`config.mk`:
```
export PLATFORM = sky130hd
export DESIGN_NAME = input_sync_debounce
export DESIGN_NICKNAME = d
export VERILOG_FILES = /design/src/rtl/input_sync_debounce.sv
export SDC_FILE = /design/constraint.sdc
export NUM_CORES = 1
export LEC_CHECK = 0
export BUFFER_PORTS_ARGS = -buffer_cell sky130_fd_sc_hd__buf_2
export CORE_AREA = 5 5 42 44
export CTS_BUF_LIST = sky130_fd_sc_hd__clkbuf_8 sky130_fd_sc_hd__clkbuf_16
export DETAILED_ROUTE_END_ITERATION = 16
export DIE_AREA = 0 0 47 49
export SLEW_MARGIN = 0
export SYNTH_ARGS = -nofsm -noshare
export SYNTH_HDL_FRONTEND = slang
export SYNTH_SLANG_ARGS = --single-unit
```
`constraint.sdc`:
```
create_clock -name clk -period 1.22 [get_ports clk]
set_clock_uncertainty 0.05 [all_clocks]
set_input_delay 0.061 -clock clk [delete_from_list [all_inputs] [get_ports clk]]
set_output_delay 0.061 -clock clk [all_outputs]
set_load 0.01 [all_outputs]
```
`src/rtl/input_sync_debounce.sv`:
```
// input_sync_debounce
// Conditions raw asynchronous inputs before they feed downstream storage
// flops. Each channel runs an independent multi-flop synchronizer, a
// consecutive-sample debounce filter and registered rise/fall pulse outputs.
// dout is a clean, registered level that is safe to use as a flop d input.

module input_sync_debounce #(
    parameter int WIDTH           = 1,
    parameter int SYNC_STAGES     = 2,
    parameter int DEBOUNCE_CYCLES = 4
) (
    input  logic             clk,
    input  logic             rst,
    input  logic [WIDTH-1:0] din,
    output logic [WIDTH-1:0] dout,
    output logic [WIDTH-1:0] rise,
    output logic [WIDTH-1:0] fall
);

    // Counter only has to reach DEBOUNCE_CYCLES-1, so this width never wraps.
    localparam int CNT_W = $clog2(DEBOUNCE_CYCLES + 1);
    localparam logic [CNT_W-1:0] CNT_LAST = CNT_W'(DEBOUNCE_CYCLES - 1);

    for (genvar ch = 0; ch < WIDTH; ch++) begin : g_chan
        logic [SYNC_STAGES-1:0] sync_q;
        logic                   s_last;
        logic [CNT_W-1:0]       cnt_q;
        logic [CNT_W-1:0]       cnt_next;
        logic                   accept;
        logic                   dout_q;
        logic                   rise_q;
        logic                   fall_q;

        // Plain shift chain for metastability settling; nothing sits between the flops.
        always_ff @(posedge clk or posedge rst) begin
            if (rst) begin
                sync_q <= '0;
            end else begin
                sync_q <= {sync_q[SYNC_STAGES-2:0], din[ch]};
            end
        end

        assign s_last = sync_q[SYNC_STAGES-1];

        // Count consecutive samples that disagree with dout; any agreeing sample restarts the count.
        always_comb begin
            cnt_next = '0;
            accept   = 1'b0;
            if (s_last != dout_q) begin
                if (cnt_q == CNT_LAST) begin
                    accept = 1'b1;
                end else begin
                    cnt_next = cnt_q + CNT_W'(1);
                end
            end
        end

        // Register the filtered level and the one-cycle edge pulses on the same edge it changes.
        always_ff @(posedge clk or posedge rst) begin
            if (rst) begin
                cnt_q  <= '0;
                dout_q <= 1'b0;
                rise_q <= 1'b0;
                fall_q <= 1'b0;
            end else begin
                cnt_q  <= cnt_next;
                rise_q <= accept & s_last;
                fall_q <= accept & ~s_last;
                if (accept) begin
                    dout_q <= s_last;
                end
            end
        end

        assign dout[ch] = dout_q;
        assign rise[ch] = rise_q;
        assign fall[ch] = fall_q;
    end

endmodule

```
Word level (Yosys, flattened, before mapping):

Cells that the tools add are included.

* add/sub/neg operators: 1
* eq/ne operators: 2
* mux-type cells: 4
* bitwise gates (word level): 3

Operators by type and width (count)
* 3-bit two-way mux: 2
* 3-bit by 1-bit adder with 3-bit output, second input constant: 1
* 3-bit by 2-bit equality test with 1-bit output, second input constant: 1
* 1-bit bitwise AND: 2
* 1-bit two-way mux: 2
* 1-bit inequality test: 1
* 1-bit NOT: 1

* flip-flop bits (word level): 8
* input bits: 3
* output and inout bits: 3
* word-level logic and storage cells: 15

Depth between registers and ports, before layout:

* depth after elaboration: 4
* depth in mapped cells: 3
* gate-level depth less buffers: 3

Least setup slack after synthesis:

Ideal clock, no wire load.

* path type: register to register
* start point: reg g_chan[0].cnt_q[0]
* end point: reg g_chan[0].dout_q (netlist: dout)
* library setup time: 0.125 ns
* arrival: 0.991 ns
* data required time: 1.045 ns
* path slack: 0.054 ns
* stages on the path, launching flop included: 4
* buffers on the path: 0
* period minus slack after synthesis: 1.166 ns
* cell sequence: dfrtp_1 -> ha_1 -> nand2b_4 -> mux2_2

* word-level cells in the longest chain between the ends: 3

Ends and longest elaborated chain
* start: declaration: line 27 `logic [CNT_W-1:0] cnt_q;`
* start signal: assignment: line 66 `cnt_q <= cnt_next;`
* 3-bit by 2-bit equality test with 1-bit output: line 50 `if (cnt_q == CNT_LAST) begin`
* 1-bit two-way mux: line 50
* 1-bit two-way mux: line 49 `if (s_last != dout_q) begin`
* end signal: assignment: line 70 `dout_q <= s_last;`
* end: declaration: line 30 `logic dout_q;`

Every way passes these cells.
A chain may end at the register's enable or synchronous reset.

Worst setup path after layout:

Ends and elaborated chain as after synthesis.

==> flow_summary_export.csv <==
group,metric,value,unit
status,outcome,"finished clean",
synth,yosys_warnings,0,
run,drv_cap,0,
clock_network,cts_sinks,8,
worst_setup_path,required,1.28,ns
power_and_ir_drop,powerDensity,2067,nW/um2
global_routing,grt_start_max_net_pins,9,
global_routing,grt_pass1_vias,215,
synth,syn-num-nets,22,
global_routing,grt.overflow.total,0,
route,vias_per_cell,3.978,
clock_network,cts_max_level,1,
place,routabilityCongestion,0.6506,
route,wl_per_cell,9.689,um
clock_network,cts-root-buf,"clkbuf_8",
worst_setup_path,path_depth,3,
synth,netlist_top_cells_area,"dfrtp_1 (69%), nor3b_1 (10%), nand2b_4 (4.8%)",
clock_network,worstSkewPairLatency,0.23,ns
route,firstDrtPassIters,1,
worst_setup_path,endpoint_kind,"flop",
cells_and_area,final_nets,35,
worst_setup_path,crit_type,"reg -> reg",
synth,yosysUniqueCellTypes,8,
clock_network,cts_setup_buffers,0,
synth,synth_area_per_cell,16.06,um2
sta,final-max-slew-violation-count,0,
cells_and_area,multi_input_area,87.58,um2
route,vias,179,
clock_network,clk_pin_slew,0.04,ns
worst_setup_path,path_buf_inv,0,
power_and_ir_drop,p_leak,0.1930,nW
floorplan,die-area,2303,um2
sta,fin_crit_sh,95.31,%
synth,netlist_instances,18,
clock_network,cts_tree,"built",
clock_network,cts_made_buffers,3,
route,drtIter0Drc,0,
sta,rsz0062_at_grt,"no",
cells_and_area,drive_gt1_share,41.38,%
sta,tns,0,ns
sta,tightest_slew,0.3070,ns
sta,period_minus_slack,1.163,ns
floorplan,start_util,20.62,%
floorplan,core_region_area,1401,um2
cells_and_area,seq_area,200.2,um2
worst_setup_path,crit_family,"flip-flops",
synth,ys_seq_elements,8,
worst_setup_path,r2r_cells,3,
worst_setup_path,crit_chain,"ha_2, nand2b_4, mux2_2",
place,pre_cts_ws,0.01338,ns
sta,hold_viol,0,
worst_setup_path,rrSetupSlack,0.06,ns
global_routing,grt_first_pass_wirelength,903,um
synth,syn_area,289.0,um2
synth,synth.largest_area_cell,"dfrtp_1",
worst_setup_path,crit_slowest_cell,"dfrtp_1",
synth,synth.top_cell.area_share,69.26,%
route,detail-route-antenna-nets,0,
floorplan,die_x,47,um
synth,seq_area_frac_synth,69.26,%
min_path,min_path_type,"in -> async",
route,drc,0,
place,port_buffers,5,
sta,relSlewSlack,79.51,%
clock_network,clockBufferDepth,2,
route,routed_wl,436,um
worst_setup_path,crit_path_start_kind,"flop",
worst_setup_path,cp_max_fo,2,
sta,setup_viol,0,
cells_and_area,syn2layout_area_growth,40.26,%
cells_and_area,n_fill_cell,152,
cells_and_area,antennaDiodeCount,0,
sta,fmax,0.8600,GHz
sta,setup_ws,0.05727,ns
floorplan,die_y,49,um
floorplan,rows,14,
power_and_ir_drop,ir_drop,808.9,uV
worst_setup_path,worstPathArrival,1.22,ns
global_routing,grt_util_all_layers,5.907,%
global_routing,antenna_found_initial,0,
floorplan,ios,6,
worst_setup_path,slowest_delay,0.39,ns
## Yosys cell counts
| master | number |
|---|---|
| nor3b_1 | 4 |
| xnor2_1 | 1 |
| mux2_2 | 1 |
| nand2b_4 | 1 |
| dfrtp_1 | 8 |
| ha_1 | 1 |
| and3b_1 | 1 |
| inv_1 | 1 |
## final timing paths
path                                startpoint                   to
setup / recovery            g_chan[0].cnt_q[0]                 dout
hold / removal                             rst   g_chan[0].cnt_q[2]
hold reg to reg            g_chan[0].sync_q[0]  g_chan[0].sync_q[1]
max in group asynchronous                  rst   g_chan[0].cnt_q[0]
setup reg to reg            g_chan[0].cnt_q[0]                 dout
min in group clk           g_chan[0].sync_q[0]  g_chan[0].sync_q[1]
## logic make-up after synthesis
family        Yosys count  share of synthesized area, %
flops                   8                         69.26
simple gates            6                         18.18
xor+xnor                1                         3.031
buf+inv                 1                         1.297
mux                     1                         3.896
fa+ha+maj               1                         4.328
## layer usage
metal  GRT usage (%)  part of all wire, %
met1           6.136                   37
met2           7.919                   47
met3           4.428                   13
met4           4.147                  3.2
met5               0                    0
## stage by stage
stage	cells	cell area (um2)	power, mW	hold WS (ns)	utilization [%]
6_report	45	405.4	0.8378	0.2667	28.93
5_1_grt	45	405.4	0.9088	0.3118	28.93
4_1_cts	45	402.9	0.8473	0.2752	28.75
3_5_place_dp	40	341.6	0.5262	-0.03037	24.38
3_3_place_gp	40	341.6	0.5112	-0.04490	24.38
2_1_floorplan	18	289.0	0.4637	-0.1733	-
## cell usage in the layout (no fill, tap or decap)
cell | netlist | routed
dfrtp_1 | 8 | 8
buf_2 | 0 | 5
nor3b_1 | 4 | 4
clkbuf_8 | 0 | 3
dlygate4sd3_1 | 0 | 2
xnor2_1 | 1 | 1
nand2b_4 | 1 | 1
and3b_1 | 1 | 1
inv_1 | 1 | 1
mux2_2 | 1 | 1
ha_2 | 0 | 1
buf_4 | 0 | 1
## worst reg2reg max path, stage by stage, from the launching register on
cell	delay, ns
dfrtp_1	0.39
ha_2	0.21
nand2b_4	0.07
mux2_2	0.32
## cell type report
class	count	share of cell area [%]
sequential	8	49.38
multi-input combinational	9	21.60
timing repair buffer	8	12.96
clock buffer	3	10.19
tap	16	4.938
inverter	1	0.9259
## where the power goes
group / internal (mW) / switching [mW] / total, mW
Combinational: 0.0972 / 0.0730 / 0.170
Clock: 0.213 / 0.0968 / 0.310
Sequential: 0.318 / 0.0402 / 0.358
Total: 0.628 / 0.210 / 0.838
## sequential cells by signal, indices dropped and copies added (netlist names)
| signal | flops |
|---|---|
| dout | 1 |
| fall | 1 |
| rise | 1 |
| g_chan.cnt_q | 3 |
| g_chan.sync_q | 2 |
## what timing repair did
action / in CTS / in global routing
endpoints found under the hold margin: 9 / 0
resized for setup: 0 / 1
hold buffers: 2 / 0
setup endpoints to repair: 0 / 1
Power figures use the tool's default switching activity.
